**config.mk**
```make
export PLATFORM = sky130hd
export DESIGN_NAME = digit_entry
export DESIGN_NICKNAME = d
export VERILOG_FILES = /design/src/rtl/digit_entry_pkg.sv /design/src/rtl/key_debounce.sv /design/src/rtl/digit_entry.sv
export SDC_FILE = /design/constraint.sdc
export NUM_CORES = 1
export LEC_CHECK = 0
export ABC_AREA = 1
export BUFFER_PORTS_ARGS = -buffer_cell sky130_fd_sc_hd__buf_4
export CAP_MARGIN = 20
export CORE_MARGIN = 2
export CORE_UTILIZATION = 35
export DETAILED_ROUTE_END_ITERATION = 8
export SETUP_SLACK_MARGIN = 0.1
export SLEW_MARGIN = 20
export SYNTH_ARGS = -nofsm -noshare
export SYNTH_HDL_FRONTEND = slang
export SYNTH_SLANG_ARGS = --single-unit
```
**constraint.sdc**
```tcl
create_clock -name i_clk -period 4.15 [get_ports i_clk]
set_input_delay 0.415 -clock i_clk [delete_from_list [all_inputs] [get_ports i_clk]]
set_output_delay 0.415 -clock i_clk [all_outputs]
set_load 0.02 [all_outputs]
```
**src/rtl/digit_entry_pkg.sv**
```systemverilog
// digit_entry_pkg: shared types for the keypad digit-entry block.
// Holds the debounce FSM state enum, the BCD digit type and MAX_DIGIT.
package digit_entry_pkg;

    typedef enum logic [1:0] {
        ST_IDLE,
        ST_PRESS,
        ST_HELD,
        ST_RELEASE
    } deb_state_e;

    typedef logic [3:0] digit_t;

    localparam digit_t MAX_DIGIT = 4'd9;

endpackage

```
**src/rtl/key_debounce.sv**
```systemverilog
// key_debounce: 2-flop synchronizer plus press/release debounce FSM.
// Ports: i_clk, i_rst (sync, active high), i_key_digit, i_key_valid in;
//        o_accept (one-cycle pulse per debounced press), o_accept_digit out.
module key_debounce
    import digit_entry_pkg::*;
#(
    parameter int DEBOUNCE = 16
) (
    input  logic   i_clk,
    input  logic   i_rst,
    input  digit_t i_key_digit,
    input  logic   i_key_valid,
    output logic   o_accept,
    output digit_t o_accept_digit
);

    localparam logic [7:0] DEB = 8'(DEBOUNCE);

    logic       r_s1_v;
    logic       r_s2_v;
    digit_t     r_s1_d;
    digit_t     r_s2_d;
    deb_state_e r_state;
    logic [7:0] r_cnt;
    digit_t     r_digit;
    logic       r_accept;
    logic [7:0] w_cnt_inc;

    assign w_cnt_inc      = r_cnt + 8'd1;
    assign o_accept       = r_accept;
    assign o_accept_digit = r_digit;

    always_ff @(posedge i_clk) begin
        if (i_rst) begin
            r_s1_v   <= 1'b0;
            r_s2_v   <= 1'b0;
            r_s1_d   <= '0;
            r_s2_d   <= '0;
            r_state  <= ST_IDLE;
            r_cnt    <= '0;
            r_digit  <= '0;
            r_accept <= 1'b0;
        end else begin
            r_s1_v   <= (i_key_valid == 1'b1);
            r_s2_v   <= r_s1_v;
            r_s1_d   <= i_key_digit;
            r_s2_d   <= r_s1_d;
            r_accept <= 1'b0;
            unique case (r_state)
                ST_IDLE: begin
                    if (r_s2_v && r_s2_d <= MAX_DIGIT) begin
                        r_state <= ST_PRESS;
                        r_digit <= r_s2_d;
                        r_cnt   <= 8'd1;
                    end
                end
                ST_PRESS: begin
                    // an out-of-range code mid-press counts as no key
                    if (!r_s2_v || r_s2_d > MAX_DIGIT) begin
                        r_state <= ST_IDLE;
                        r_cnt   <= '0;
                    end else if (r_s2_d != r_digit) begin
                        r_digit <= r_s2_d;
                        r_cnt   <= 8'd1;
                    end else if (w_cnt_inc == DEB) begin
                        r_state  <= ST_HELD;
                        r_cnt    <= w_cnt_inc;
                        r_accept <= 1'b1;
                    end else begin
                        r_cnt <= w_cnt_inc;
                    end
                end
                ST_HELD: begin
                    if (!r_s2_v) begin
                        r_state <= ST_RELEASE;
                        r_cnt   <= 8'd1;
                    end
                end
                ST_RELEASE: begin
                    // a bounce back to pressed re-holds without a new accept
                    if (r_s2_v) begin
                        r_state <= ST_HELD;
                    end else if (w_cnt_inc == DEB) begin
                        r_state <= ST_IDLE;
                        r_cnt   <= '0;
                    end else begin
                        r_cnt <= w_cnt_inc;
                    end
                end
            endcase
        end
    end

endmodule

```
**src/rtl/digit_entry.sv**
```systemverilog
// digit_entry: debounced keypad digit entry with a BCD shift buffer and a
// committed-value register handed off via value_valid/value_ready.
// Ports: i_clk, i_rst, i_key_digit, i_key_valid, i_clear, i_enter,
//        i_value_ready in; o_digits, o_count, o_key_strobe, o_value,
//        o_value_valid out.
module digit_entry
    import digit_entry_pkg::*;
#(
    parameter int DEBOUNCE = 16,
    parameter int DIGITS   = 4
) (
    input  logic                  i_clk,
    input  logic                  i_rst,
    input  logic [3:0]            i_key_digit,
    input  logic                  i_key_valid,
    input  logic                  i_clear,
    input  logic                  i_enter,
    input  logic                  i_value_ready,
    output logic [4*DIGITS-1:0]   o_digits,
    output logic [3:0]            o_count,
    output logic                  o_key_strobe,
    output logic [4*DIGITS-1:0]   o_value,
    output logic                  o_value_valid
);

    localparam logic [3:0] FULL = 4'(DIGITS);

    logic [4*DIGITS-1:0] r_digits;
    logic [3:0]          r_count;
    logic                r_strobe;
    logic [4*DIGITS-1:0] r_value;
    logic                r_value_valid;

    logic                w_accept;
    digit_t              w_accept_digit;
    logic                w_commit;
    logic [4*DIGITS-1:0] w_single;
    logic [4*DIGITS-1:0] w_shift;

    key_debounce #(
        .DEBOUNCE (DEBOUNCE)
    ) u_deb (
        .i_clk          (i_clk),
        .i_rst          (i_rst),
        .i_key_digit    (i_key_digit),
        .i_key_valid    (i_key_valid),
        .o_accept       (w_accept),
        .o_accept_digit (w_accept_digit)
    );

    assign w_commit = i_enter && (r_count != 4'd0) && !r_value_valid;
    assign w_single = (4*DIGITS)'(w_accept_digit);
    assign w_shift  = (r_digits << 4) | w_single;

    always_ff @(posedge i_clk) begin
        if (i_rst) begin
            r_digits      <= '0;
            r_count       <= '0;
            r_strobe      <= 1'b0;
            r_value       <= '0;
            r_value_valid <= 1'b0;
        end else begin
            r_strobe <= 1'b0;
            if (r_value_valid && i_value_ready) begin
                r_value_valid <= 1'b0;
            end
            if (i_clear) begin
                r_digits <= '0;
                r_count  <= '0;
            end else if (w_commit) begin
                // commit takes the pre-accept buffer; a coincident key
                // starts the freshly emptied buffer
                r_value       <= r_digits;
                r_value_valid <= 1'b1;
                if (w_accept) begin
                    r_digits <= w_single;
                    r_count  <= 4'd1;
                    r_strobe <= 1'b1;
                end else begin
                    r_digits <= '0;
                    r_count  <= '0;
                end
            end else if (w_accept && r_count < FULL) begin
                r_digits <= w_shift;
                r_count  <= r_count + 4'd1;
                r_strobe <= 1'b1;
            end
        end
    end

    assign o_digits      = r_digits;
    assign o_count       = r_count;
    assign o_key_strobe  = r_strobe;
    assign o_value       = r_value;
    assign o_value_valid = r_value_valid;

endmodule

```
==> results of run 1 <==
power by group through the flow:
stage,registers (uW),clock network [uW],logic (uW)
after CTS,674,546,229
final,675,529,228
after global routing,681,575,261
after floorplan,673,0,193
after detailed placement,688,0,228
after global placement,688,0,226
layout by cell type (no fill, tap or decap), types with 2 or more instances in the layout:
| cell | count |
|---|---|
| a32o_1 | 2 |
| o21bai_1 | 2 |
| nand2_1 | 65 |
| nor2_1 | 30 |
| clkbuf_8 | 10 |
| nor3_1 | 2 |
| buf_4 | 47 |
| nor2_2 | 2 |
| o22ai_1 | 6 |
| inv_2 | 2 |
| a21oi_1 | 34 |
| dfxtp_1 | 63 |
| xor2_1 | 3 |
| clkinvlp_4 | 3 |
| o21ai_0 | 20 |
| nand4_1 | 2 |
| ha_1 | 3 |
| nand3_1 | 16 |
| nor2_4 | 2 |
| nand2_2 | 3 |
| o21ai_1 | 9 |
| inv_1 | 56 |
cell type report:
| type | count | share of cell area, % |
|---|---|---|
| repair buffers | 47 | 10.9 |
| flip-flops and latches | 63 | 39.0 |
| well taps | 99 | 3.83 |
| clock buffers | 11 | 4.38 |
| inverters | 59 | 6.86 |
| multi-input cells | 212 | 33.2 |
| clock inverters | 5 | 1.78 |
cells by family (layout without fill, tap and decap cells):
kind of cell | Yosys count | in the layout
flops | 63 | 63
xor+xnor | 3 | 3
simple gates | 128 | 128
compound gates | 78 | 78
fa+ha+maj | 3 | 3
buf+inv | 70 | 122
critical path, cell delays in order (launching register included):
cell	delay [ps]
dfxtp_1	370
inv_1	90
ha_1	200
nand2_1	60
nand3_1	110
or2_1	580
o21ai_0	310
a21oi_1	60
through the flow:
step / cell area, sq um / util [%]
after floorplan: 2610 / -
final: 3230 / 44.8
after CTS: 3230 / 44.8
after global placement: 3030 / 42.0
after detailed placement: 3030 / 42.0
after global routing: 3230 / 44.8
sequential cells by signal, summed over array words and instances, names as in the netlist:
| register | cells |
|---|---|
| o_digits | 16 |
| o_key_strobe | 1 |
| u_deb.r_cnt | 8 |
| u_deb.o_accept | 1 |
| u_deb.r_s1_v | 1 |
| o_value | 16 |
| u_deb.r_s2_d | 4 |
| o_count | 4 |
| o_value_valid | 1 |
| u_deb.r_s2_v | 1 |
| u_deb.r_s1_d | 4 |
| u_deb.o_accept_digit | 4 |
| u_deb.r_state | 2 |
metal layers:
metal / global-route usage, % / part of all wire [%] / up-vias
li1: - / - / 1195
met1: 16.4 / 48 / 959
met2: 22.8 / 46 / 50
met3: 5.34 / 5.3 / 8
met4: 4.62 / 1.4 / 0
met5: 0 / 0 / -
how the worst max path moves through the flow:
| stage | from | slack (ps) | endpoint |
|---|---|---|---|
| 6_report | o_count[0] | 2210 | o_value[0] |
| 5_1_grt | o_count[0] | 1990 | o_value[4] |
| 4_1_cts | o_count[0] | 2150 | o_value[0] |
| 3_5_place_dp | i_rst | 2040 | o_count[2] |
| 3_3_place_gp | i_rst | 2170 | o_count[2] |
| 2_1_floorplan | o_count[0] | 2490 | o_value[12] |
==> qor.yml, run 1 <==
cts:
  clkSlewWorstSetupHoldPaths_ps: 70
  root_buffer: "clkbuf_8"
  ctsHtreeMaxLevel: 3
  ctsHoldBuffers: 0
  numCtsBuffers: 9
  ctsResizeCount: 0
  clock_sinks: 63
  cts_tree: "built"
  post_cts_buffers: 0
  clockBufferDepth: 2
  insertion_delay_ps: 340
critical_path:
  timing.critical_path.arrival_ps: 2120
  path_max_fanout: 33
  worst_setup_path_start_kind: "flip-flop"
  cp.required_ps: 4330
  critPathKind: "flip-flop to flip-flop"
  rr_startpoint: "o_count[0]"
  r2r_cells: 7
  r2r_setup_slack_ps: 2210
  r2r-end: "o_value[0]"
  critPathCaptureType: "flip-flop"
finish:
  n_antenna_cell: 0
  multi_input_area_sq_um: 1070
  nets: 405
  fin_cells: 496
  seqCellArea_sq_um: 1260
  drive_gt1_share_pct: 19.6
  syn2layout_area_growth_pct: 24.0
  nFillCells: 751
die:
  initial_utilization_pct: 36.1
  fp.coreArea_sq_um: 7210
  ioPinCount: 48
  die_area_sq_um: 8150
  die_w_microns: 90.3
  die_h_microns: 90.3
  num_rows: 31
hold_path:
  worstHoldEndpoint: "u_deb.r_s1_v"
  hold_start: "i_key_valid"
  hp-class: "primary input to flip-flop"
  holdPathStages: 3
routing:
  vias: 2212
  drc_errors: 0
  dr.pass1.iters: 4
  routedWlPerCell_microns: 10.9
  wirelength_microns: 5400
  drt_iter0_drc: 44
  vias_per_cell: 4.46
  ant_nets: 0
synth:
  synthDistinctLibCells: 33
  synthXorXnorAreaFrac_pct: 1.01
  yosysWarnings: 0
  syn_inst: 345
  syn-mean-instance-area_sq_um: 7.55
  synth-compound-area-share_pct: 16.8
  synth_area_leaders: "dfxtp_1 (48%), nand2_1 (9.4%), inv_1 (8.1%), a21oi_1 (6.5%), nor2_1 (4.3%)"
  synthTopCellsByCount: "nand2_1 (65), dfxtp_1 (63), inv_1 (56)"
  syn_nets: 358
  ys_async_sr_fraction_pct: 0
  synth-edff-count: 0
  yosysTopAreaCell: "dfxtp_1"
  synth_top_family_by_area: "simple AND/OR/NAND/NOR gates"
  synth-simple-area-share_pct: 21.9
  synth_fa_ha_area_share_pct: 1.44
  yosysMostFrequentCell: "nand2_1"
  synth_seq_cells: 63
  synth_top_area_share_pct: 48.4
  muxShareOfSynthArea_pct: 0
  ys_seq_area_share_pct: 48.4
  synthFlopType: "dfxtp_1"
  synth.cell_area_sq_um: 2600
power_and_ir_drop:
  intPower_uw: 1010
  pwr-share-clk_pct: 36.9
  total_power_uw: 1430
  combinationalPowerShare_pct: 15.9
  switching_power_uw: 420
  p_leak_uw: 0.00141
  power_density_nw_per_um2: 443
  p_seq_share_pct: 47.1
  peakVddDrop_mv: 0.195
  swShare_pct: 29.4
sta:
  clock.fmax_mhz: 516
  period_share_pct: 46.7
  whs_ps: 282
  worst_slack_ps: 2210
  finalSetupViolCount: 0
  finalClockSkew_ps: 6.56
  rsz0062_at_grt: "no"
  slew-limit-headroom_pct: 36.1
  worstMarginPinSlew_ps: 958
  tns_ps: 0
  post-route-min-period_ps: 1940
  slew_viol_final: 0
  finalHoldViolCount: 0
status:
  status: "finished, final reports clean"
place:
  numPlacedInstances: 480
  gp_congestion: 0.839
  post-place-ws_ps: 2040
  place_hpwl_microns: 3920
  portBuffers: 47
flow_run:
  maxCapViolations: 0
global_routing:
  grt_pass1_vias: 2032
  grt_antenna_before_repair: 0
  gr-usage-all-layers_pct: 13.8
  gr-total-overflow: 0
  grt_pass1_wl_microns: 9130
  grt_max_degree: 34
Note: power is estimated with default switching activity, not from simulation.
==> inputs of run 2 (changes only) <==
==> constraint.sdc (replaced) <==
create_clock -name i_clk -period 1.75 [get_ports i_clk]
set_input_delay 0.175 -clock i_clk [delete_from_list [all_inputs] [get_ports i_clk]]
set_output_delay 0.175 -clock i_clk [all_outputs]
set_load 0.02 [all_outputs]
==> run 2 against run 1 <==
Against the previous run:
- total power increased by 150%
- critical path depth increased by 1
- critical path type unchanged
- register-to-register slack got worse by 2000 ps
- die area unchanged
==> qor.yml, run 2 (synthesized netlist as in run 1, its figures left out) <==
sta:
  finalClockSkew_ps: 5.21  # was 6.56 ps
  clock.fmax_mhz: 650  # was 516 MHz
  worstMarginPinSlew_ps: 343  # was 958 ps
  rsz0062_at_grt: "yes"  # was no
  finalSetupViolCount: 0  # unchanged
  slew_viol_final: 0  # unchanged
  post-route-min-period_ps: 1540  # was 1940 ps
  slew-limit-headroom_pct: 77.0  # was 36.1%
  tns_ps: 0  # unchanged
  period_share_pct: 87.9  # was 46.7%
  finalHoldViolCount: 0  # unchanged
hold_path:
  hp-class: "primary input to flip-flop"  # unchanged
cts:
  cts_tree: "built"  # unchanged
  clock_sinks: 63  # unchanged
  clkSlewWorstSetupHoldPaths_ps: 70  # about the same
  numCtsBuffers: 9  # unchanged
  ctsHtreeMaxLevel: 3  # unchanged
  insertion_delay_ps: 340  # about the same
  clockBufferDepth: 2  # unchanged
  root_buffer: "clkbuf_8"  # unchanged
status:
  status: "finished, final reports clean"  # unchanged
die:
  fp.coreArea_sq_um: 7210  # unchanged
  die_area_sq_um: 8150  # unchanged
  initial_utilization_pct: 36.1  # unchanged
  num_rows: 31  # unchanged
  die_w_microns: 90.3  # unchanged
  ioPinCount: 48  # unchanged
  die_h_microns: 90.3  # unchanged
global_routing:
  grt_pass1_vias: 2169  # was 2032
  grt_pass1_wl_microns: 9560  # was 9130 microns
  grt_max_degree: 33  # was 34
  grt_antenna_before_repair: 0  # unchanged
  gr-usage-all-layers_pct: 14.3  # was 13.8%
  gr-total-overflow: 0  # unchanged
place:
  gp_congestion: 0.866  # was 0.839
  place_hpwl_microns: 3920  # about the same
  portBuffers: 47  # unchanged
routing:
  vias: 2253  # was 2212
  ant_nets: 0  # unchanged
  dr.pass1.iters: 4  # unchanged
  drc_errors: 0  # unchanged
  routedWlPerCell_microns: 10.8  # was 10.9 microns
  drt_iter0_drc: 49  # was 44
  vias_per_cell: 4.47  # was 4.46
  wirelength_microns: 5460  # was 5400 microns
finish:
  syn2layout_area_growth_pct: 29.3  # was 24.0%
  mostFrequentLayoutCells: "nand2_1 (63), dfxtp_1 (57), inv_1 (55), buf_4 (55), a21oi_1 (34)"  # was nand2_1 (65), dfxtp_1 (63), inv_1 (56)
  n_antenna_cell: 0  # unchanged
  drive_gt1_share_pct: 24.7  # was 19.6%
  nFillCells: 752  # was 751
  nets: 414  # was 405
  final_common_cell: "nand2_1"  # unchanged
power_and_ir_drop:
  total_power_uw: 3560  # was 1430 uW
  peakVddDrop_mv: 0.493  # was 0.195 mV
  power_density_nw_per_um2: 1060  # was 443 nW/um^2
  p_leak_uw: 0.00149  # was 0.00141 uW
critical_path:
  worst_setup_path_start_kind: "flip-flop"  # unchanged
  critPathKind: "flip-flop to flip-flop"  # unchanged
  timing.critical_path.arrival_ps: 1770  # was 2120 ps
  cp.required_ps: 1980  # was 4330 ps
  critPathCaptureType: "flip-flop"  # unchanged
  path_max_fanout: 32  # was 33
flow_run:
  maxCapViolations: 0  # unchanged
## run 2: what timing repair did
action | in CTS | in global routing
setup endpoints to repair | 1 | 37
pin swaps | 0 | 4
hold buffers | 0 | 0
gates resized for setup | 1 | 24
buffers inserted | 0 | 2
## run 2: through the flow
stage | setup WS (ps) | cells | util [%] | instance area (sq um) | hold WS (ps)
2_1_floorplan | 128 | 345 | - | 2610 | 282
3_3_place_gp | 149 | 487 | 42.9 | 3100 | 377
3_5_place_dp | 93.8 | 487 | 42.9 | 3100 | 383
4_1_cts | 140 | 502 | 45.9 | 3310 | 23.2
5_1_grt | 73.7 | 504 | 46.7 | 3370 | 39.2
6_report | 211 | 504 | 46.7 | 3370 | 33.9
## run 2: per-layer routing
metal	track usage, %	wire [microns]	vias to the layer above
li1	-	-	1213
met4	7.31	113	0
met2	23.4	2480	45
met1	17.3	2590	985
met3	3.76	269	10
met5	0	0	-
## run 2: final cells by class
| class | instances | area (sq um) | area share (%) |
|---|---|---|---|
| clock buffers | 9 | 124 | 3.68 |
| clock inverters | 6 | 86.3 | 2.56 |
| inverters | 59 | 221 | 6.57 |
| multi-input cells | 212 | 1110 | 32.9 |
| flip-flops and latches | 63 | 1270 | 37.7 |
| well taps | 99 | 124 | 3.68 |
| repair buffers | 56 | 433 | 12.8 |
## run 2: power by group
part           switching (uW)  internal, uW  total [uW]
clock                     565           791        1360
sequential               92.3          1520        1610
combinational             361           229         591
## run 2: worst max-delay path, stage by stage (launching register included)
cell and delay (ps):
dfxtp_2 340, inv_1 70, ha_1 190, nand2_1 60, nand3_1 120, or2_4 280
buf_12 160, o21ai_0 150, a21oi_1 50
## run 2: path summary, 6_finish.rpt
kind | from | end | slack, ps | cells after the start
hold reg to reg | u_deb.r_s1_d[2] | u_deb.r_s2_d[2] | 400 | 2
setup reg to reg | o_count[0] | o_value[14] | 210 | 8
hold / removal | i_key_valid | u_deb.r_s1_v | 30 | 3
setup / recovery | o_count[0] | o_value[14] | 210 | 8
